**src/rtl/sdvm_mul_ctrl.sv**
```systemverilog
// Digit sequencer for the SDVM partial-product stage: captures a signed-digit
// multiplier, issues it MSD first and times the shift-accumulator strobes.
module sdvm_mul_ctrl #(
  parameter int NUM_DIGITS = 4,
  parameter int CNT_W      = 2
) (
  input  logic                  clk,
  input  logic                  rst,
  input  logic                  start,
  input  logic                  abort,
  input  logic [NUM_DIGITS-1:0] y_plus,
  input  logic [NUM_DIGITS-1:0] y_minus,
  output logic [1:0]            STATE,
  output logic [1:0]            digit_select,
  output logic                  write_enable,
  output logic                  acc_clear,
  output logic                  acc_en,
  output logic [CNT_W-1:0]      digit_index,
  output logic                  busy,
  output logic                  done
);

  typedef enum logic [1:0] {
    IDLE  = 2'b00,
    LOAD  = 2'b01,
    RUN   = 2'b10,
    DRAIN = 2'b11
  } state_t;

  state_t                state;
  logic [CNT_W-1:0]      counter;
  logic [NUM_DIGITS-1:0] shadow_plus;
  logic [NUM_DIGITS-1:0] shadow_minus;

  // acc_en trails RUN by one cycle to line up with the datapath's delayed digit.
  always_ff @(posedge clk or posedge rst) begin
    if (rst) begin
      state        <= IDLE;
      counter      <= '0;
      shadow_plus  <= '0;
      shadow_minus <= '0;
      acc_en       <= 1'b0;
      done         <= 1'b0;
    end else begin
      done   <= 1'b0;
      acc_en <= (state == RUN) && !abort;
      case (state)
        IDLE: begin
          if (start && !abort) begin
            shadow_plus  <= y_plus;
            shadow_minus <= y_minus;
            counter      <= CNT_W'(NUM_DIGITS - 1);
            state        <= LOAD;
          end
        end
        LOAD: begin
          state <= abort ? IDLE : RUN;
        end
        RUN: begin
          if (abort) begin
            state <= IDLE;
          end else if (counter == '0) begin
            state <= DRAIN;
          end else begin
            counter <= counter - 1'b1;
          end
        end
        DRAIN: begin
          state <= IDLE;
          done  <= !abort;
        end
        default: state <= IDLE;
      endcase
    end
  end

  logic cur_plus;
  logic cur_minus;

  assign cur_plus     = shadow_plus[counter];
  assign cur_minus    = shadow_minus[counter];
  assign STATE        = state;
  assign digit_index  = counter;
  assign busy         = (state != IDLE);
  assign write_enable = (state == LOAD) || (state == RUN);
  assign acc_clear    = (state == LOAD);

  // Equal plus/minus bits cancel to a zero digit.
  always_comb begin
    digit_select = 2'b00;
    if (state == RUN) begin
      if (cur_plus && !cur_minus) begin
        digit_select = 2'b10;
      end else if (!cur_plus && cur_minus) begin
        digit_select = 2'b01;
      end
    end
  end

endmodule
```
**config.mk**
```make
export PLATFORM = sky130hd
export DESIGN_NAME = sdvm_mul_ctrl
export DESIGN_NICKNAME = d
export VERILOG_FILES = /design/src/rtl/sdvm_mul_ctrl.sv
export SDC_FILE = /design/constraint.sdc
export NUM_CORES = 1
export LEC_CHECK = 0
export CORE_UTILIZATION = 47
export DETAILED_ROUTE_END_ITERATION = 7
export PLACE_DENSITY = 0.86
export SLEW_MARGIN = 10
export SYNTH_ARGS = -nofsm -noshare
export SYNTH_HDL_FRONTEND = slang
export SYNTH_SLANG_ARGS = --single-unit
```
**constraint.sdc**
```tcl
create_clock -name clk -period 2.6 [get_ports clk]
set_input_delay 0.52 -clock clk [delete_from_list [all_inputs] [get_ports clk]]
set_output_delay 0.52 -clock clk [all_outputs]
set_load 0.05 [all_outputs]
```
# Word-level counts from Yosys, hierarchy flattened
# Index checks and enable logic that the tools add are counted.
# totals
regBits	14
in_bits	12
out_inout_bits	11
word_cells	47
# op_classes
n_addsub	1
order_cmp	1
eq_ne	7
muxes	17
n_reduce_logical	15
# ops
operator	n
$mux W2	9
$pmux W2 S4	1
$ne A2 B2 Y1 const B	3
$bmux W1 S2	2
$eq A2 B2 Y1 const B	2
$logic_and A1 B1 Y1	4
$logic_not A2 Y1	2
$mux W1	4
$pmux W2 S2	1
$reduce_and A2 Y1	2
$reduce_and A4 Y1	1
$reduce_bool A2 Y1	2
$logic_not A1 Y1	3
$lt A2 B3 Y1 const B	1
$ne A3 B2 Y1 const B	1
$eq A2 B1 Y1 const B	1
$sub A2 B1 Y2 const B	1
$logic_or A1 B1 Y1	1

# Logic depth before layout (Yosys ltp)
# Gate-level depths: netlist (run 1).
# logic_depth
word_depth	7
depth_mapped	6
ltp_nobuf	5

# Worst setup path after synthesis (run 1)
# OpenSTA, ideal clock, no wires.
# synth_timing
path_kind	register -> output
startpoint	register counter[0], in the netlist digit_index[0]
endpoint	output digit_select[1]
arrival_time_ns	2.427
required_ns	2.080
setup_slack_ns	-0.347
stages_incl_launch_ff	3
n_path_buf	0
path_cell_list	dfrtp_1 -> mux4_2 -> nor3b_1
# synth_between
elab_chain_cells	6
elab_cells_between_ends	8
classes_between	6 x mux; 2 x reduce/logical
# synth_lines
item	line_no	source
start: declaration	31	logic [CNT_W-1:0] counter;
start signal: assignment	52	counter <= CNT_W'(NUM_DIGITS - 1);
start signal: assignment	65	counter <= counter - 1'b1;
$bmux W1 S2	81	assign cur_minus = shadow_minus[counter];
$mux W1 (not written as such)	81	
$logic_not A1 Y1	92	if (cur_plus && !cur_minus) begin
$logic_and A1 B1 Y1 (*)	92	
$mux W2 (*)	92	
$mux W2 (*)	91	if (state == RUN) begin
end: declaration	14	output logic [1:0] digit_select,
# Mark *: on every way between the ends. The rest lies on a longest branch, timed or not. The select of a mux whose other input is x is not followed.

# Worst setup path after layout (run 1)
# layout_timing
startpoint	register state[0], in the netlist STATE[0]
endpoint	output busy
# layout_between
elab_chain_cells	1
# layout_lines
item	line_no	source
start: declaration	30	state_t state;
start signal: assignment	57	state <= abort ? IDLE : RUN;
$reduce_bool A2 Y1	84	assign busy = (state != IDLE);
end: declaration	19	output logic busy,
# No other way between the ends.

==> results of run 1 <==
[stage by stage]
step | hold WS [ps] | total power, W | util
global route | 538 | 0.00129 | 0.721
floorplan | 409 | 0.000905 | -
detailed placement | 494 | 0.00111 | 0.705
CTS | 512 | 0.00123 | 0.721
global placement | 491 | 0.00109 | 0.705
finish | 508 | 0.00122 | 0.721
[Yosys cell counts, drive strengths merged]
cell     count
o21ai        1
mux4         1
ha           5
and3         1
o22a         1
mux2i        3
nor2b        3
nand2        2
a2111oi      1
buf          1
inv          7
or2          1
nor2         2
a22oi        1
mux2        11
nor3b        1
dfrtp       14
nand2b       1
[cell families (layout without fill, tap and decap cells)]
| family | Yosys count | count (layout) | synth area share |
|---|---|---|---|
| AOI/OAI and AO/OA | 4 | 4 | 0.0504 |
| adders and majority gates | 5 | 5 | 0.0870 |
| buffers and inverters | 8 | 33 | 0.0435 |
| DFF | 14 | 14 | 0.487 |
| muxes | 15 | 15 | 0.245 |
| and+or+nand+nor | 11 | 11 | 0.0870 |
[path summary, 6_finish.rpt]
kind | from | end | slack (ps) | cells after the start
setup reg to reg | STATE[0]$_DFFE_PP0P_ | digit_index[1]$_DFFE_PP0P_ | 730 | 5
min in group asynchronous | rst | STATE[1]$_DFFE_PP0P_ | 580 | 2
max in group asynchronous | rst | shadow_plus[1]$_DFFE_PP0P_ | 1670 | 2
hold / removal | shadow_minus[1]$_DFFE_PP0P_ | shadow_minus[1]$_DFFE_PP0P_ | 510 | 1
setup / recovery | STATE[0]$_DFFE_PP0P_ | busy | 140 | 4
hold reg to reg | shadow_minus[1]$_DFFE_PP0P_ | shadow_minus[1]$_DFFE_PP0P_ | 510 | 1
[state kept, by name, summed over array words and instances (netlist names)]
register,count
shadow_minus,4
shadow_plus,4
STATE,2
digit_index,2
acc_en,1
done,1
[per-layer routing]
| metal | global-route usage | wire, um | vias up |
|---|---|---|---|
| li1 | - | - | 251 |
| met1 | 0.242 | 561 | 232 |
| met2 | 0.293 | 626 | 16 |
| met3 | 0.0489 | 44 | 2 |
| met4 | 0.0968 | 11 | 0 |
| met5 | 0 | 0 | - |
[cell type report]
class | instances | area share
sequential | 14 | 0.356
timing repair buffer | 23 | 0.227
tap | 15 | 0.0191
inverter | 7 | 0.0267
multi-input combinational | 35 | 0.348
clock buffer | 3 | 0.0229
[power groups by stage]
stage | clock network (W) | logic [W] | registers, W
after global routing | 0.000131 | 0.000770 | 0.000389
final | 0.000118 | 0.000723 | 0.000374
after detailed placement | 0 | 0.000728 | 0.000380
after global placement | 0 | 0.000714 | 0.000376
after floorplan | 0 | 0.000450 | 0.000456
after CTS | 0.000123 | 0.000727 | 0.000375
[what timing repair did]
item,4_1_cts,5_1_grt
resized for setup,1,0
setup buffers,0,0
setup endpoints to repair,1,0
[cells in the final DEF, fill, tap and decap left out]
cell	instances
clkbuf_4	3
ha_1	5
o21ai_0	1
a22oi_1	1
or2_1	1
a2111oi_2	1
inv_1	7
nor3b_2	1
nor2_1	1
mux2_1	2
nand2_1	2
nor2b_1	3
mux4_2	1
clkdlybuf4s50_1	20
mux2i_1	3
nor2_2	1
dlygate4sd2_1	1
and3_1	1
buf_4	2
mux2_2	9
o22a_1	1
dfrtp_1	14
nand2b_1	1
[critical path: cells and delay by family, from the launching register on]
family,cells,cell delay [ps]
adder cells (fa/ha/maj),1,270
buffers and inverters,3,970
flip-flops,1,430
==> impl_metrics.py, run 1 <==
metrics = {
    "min_path": {
        "hp-class": "flop to flop",
    },
    "sta": {
        "setup_tns_ps": 0,
        "relSlewSlack": 0.645,
        "setup_viol": 0,
        "rsz0062_at_grt": "false",
        "skew_ps": 4.02,
        "final_max_slew_viol_count": 0,
        "worst_slack_ps": 140,
        "worst_pin_slew_ps": 531,
        "period_share": 0.946,
        "fmax_ghz": 0.406,
        "hold_viol_final": 0,
        "fin_crit_ps": 2460,
    },
    "critical_path": {
        "critPathKind": "flop to primary output",
        "crit_slowest_cell": "clkdlybuf4s50_1",
        "required_ps": 2080,
        "path_max_fanout": 6,
        "critPathLaunchType": "flop",
        "critical_path.most_common_cell": "inv_1",
        "crit_path_end_kind": "primary output",
        "crit_arrival_ps": 1940,
        "cp_cell_sequence": "inv_1 -> ha_1 -> inv_1 -> clkdlybuf4s50_1",
        "max_stage_delay_ps": 790,
    },
    "synth": {
        "yosys_warnings": 0,
        "yosys.cell_types.count": 20,
        "synth_seq_cells": 14,
        "yosys-top-cells-area": "dfrtp_1 (49%), mux2_2 (14%), ha_1 (8.7%)",
        "synth_top_cell_area_share": 0.487,
        "post-synth-top-area-cell": "dfrtp_1",
        "synth_nets": 74,
        "synth_cells": 57,
        "ys_seq_area_frac": 0.487,
        "netlist_area_um2": 719,
        "syn-mean-instance-area_um2": 12.6,
    },
    "layout": {
        "syn_to_final_growth_pct": 36.9,
        "fin_area_um2": 985,
        "finalNetCount": 101,
        "n_fill_cell": 105,
        "area.sequential_um2": 350,
        "multi_input_area_um2": 343,
        "antenna_cells": 0,
        "fin_cells": 97,
        "layout-drive-gt1-share": 0.220,
    },
    "power_and_ir_drop": {
        "p_per_area_nw_per_um2": 1230,
        "pwr-share-clk": 0.097,
        "swShare": 0.450,
        "peakVddDrop_mv": 1.16,
        "p_leak_nw": 0.463,
        "comb_power_share": 0.595,
        "internal-power_w": 0.000669,
        "power_frac_seq": 0.308,
        "p_switching_w": 0.000547,
    },
    "floorplan": {
        "ios": 23,
        "initial_core_util": 0.527,
        "core_um2": 1370,
        "dieHeight_um": 41.1,
        "die_w_um": 41.1,
        "std_cell_rows": 13,
        "dieArea_um2": 1690,
    },
    "global_routing": {
        "overflow": 0,
        "antenna_found_initial": 0,
        "first_global_vias": 461,
        "grtUsageTotal": 0.190,
        "grt_max_degree": 15,
        "grt_pass1_wl_mm": 2.00,
    },
    "clock_tree": {
        "insertion_delay_ps": 270,
        "path_clk_slew_ps": 80,
        "cts_tree": "done",
        "clock-root-buffer": "clkbuf_4",
        "cts_sinks": 14,
        "cts_hold_buffers": 0,
        "cts-buffers-inserted": 3,
        "clock_path_buffers": 2,
        "h-tree-depth": 1,
    },
    "placed_design": {
        "portBuffers": 22,
        "post_dp_cell_area_um2": 963,
        "dp_hpwl_um": 996,
        "place_inst": 94,
        "globalplace.congestion": 0.820,
        "dp_slack_ps": 250,
    },
    "route": {
        "remaining_drc_errors": 0,
        "routed-via-count": 501,
        "drt_iter0_markers": 7,
        "viasPerCell": 5.16,
        "ant_nets": 0,
        "dr.pass1.iters": 4,
        "routedWlPerCell_um": 12.8,
        "routed_wl_mm": 1.24,
    },
    "flow_run": {
        "drv_cap": 0,
    },
    "status": {
        "outcome": "finished, final reports clean",
    },
}
Note: power is estimated with default switching activity, not from simulation.
==> run 2: changes to the inputs <==
Settings changed: CAP_MARGIN set to 20.
==> results of run 2 <==
Final layout, timing and power as in run 1 (identical DEF).
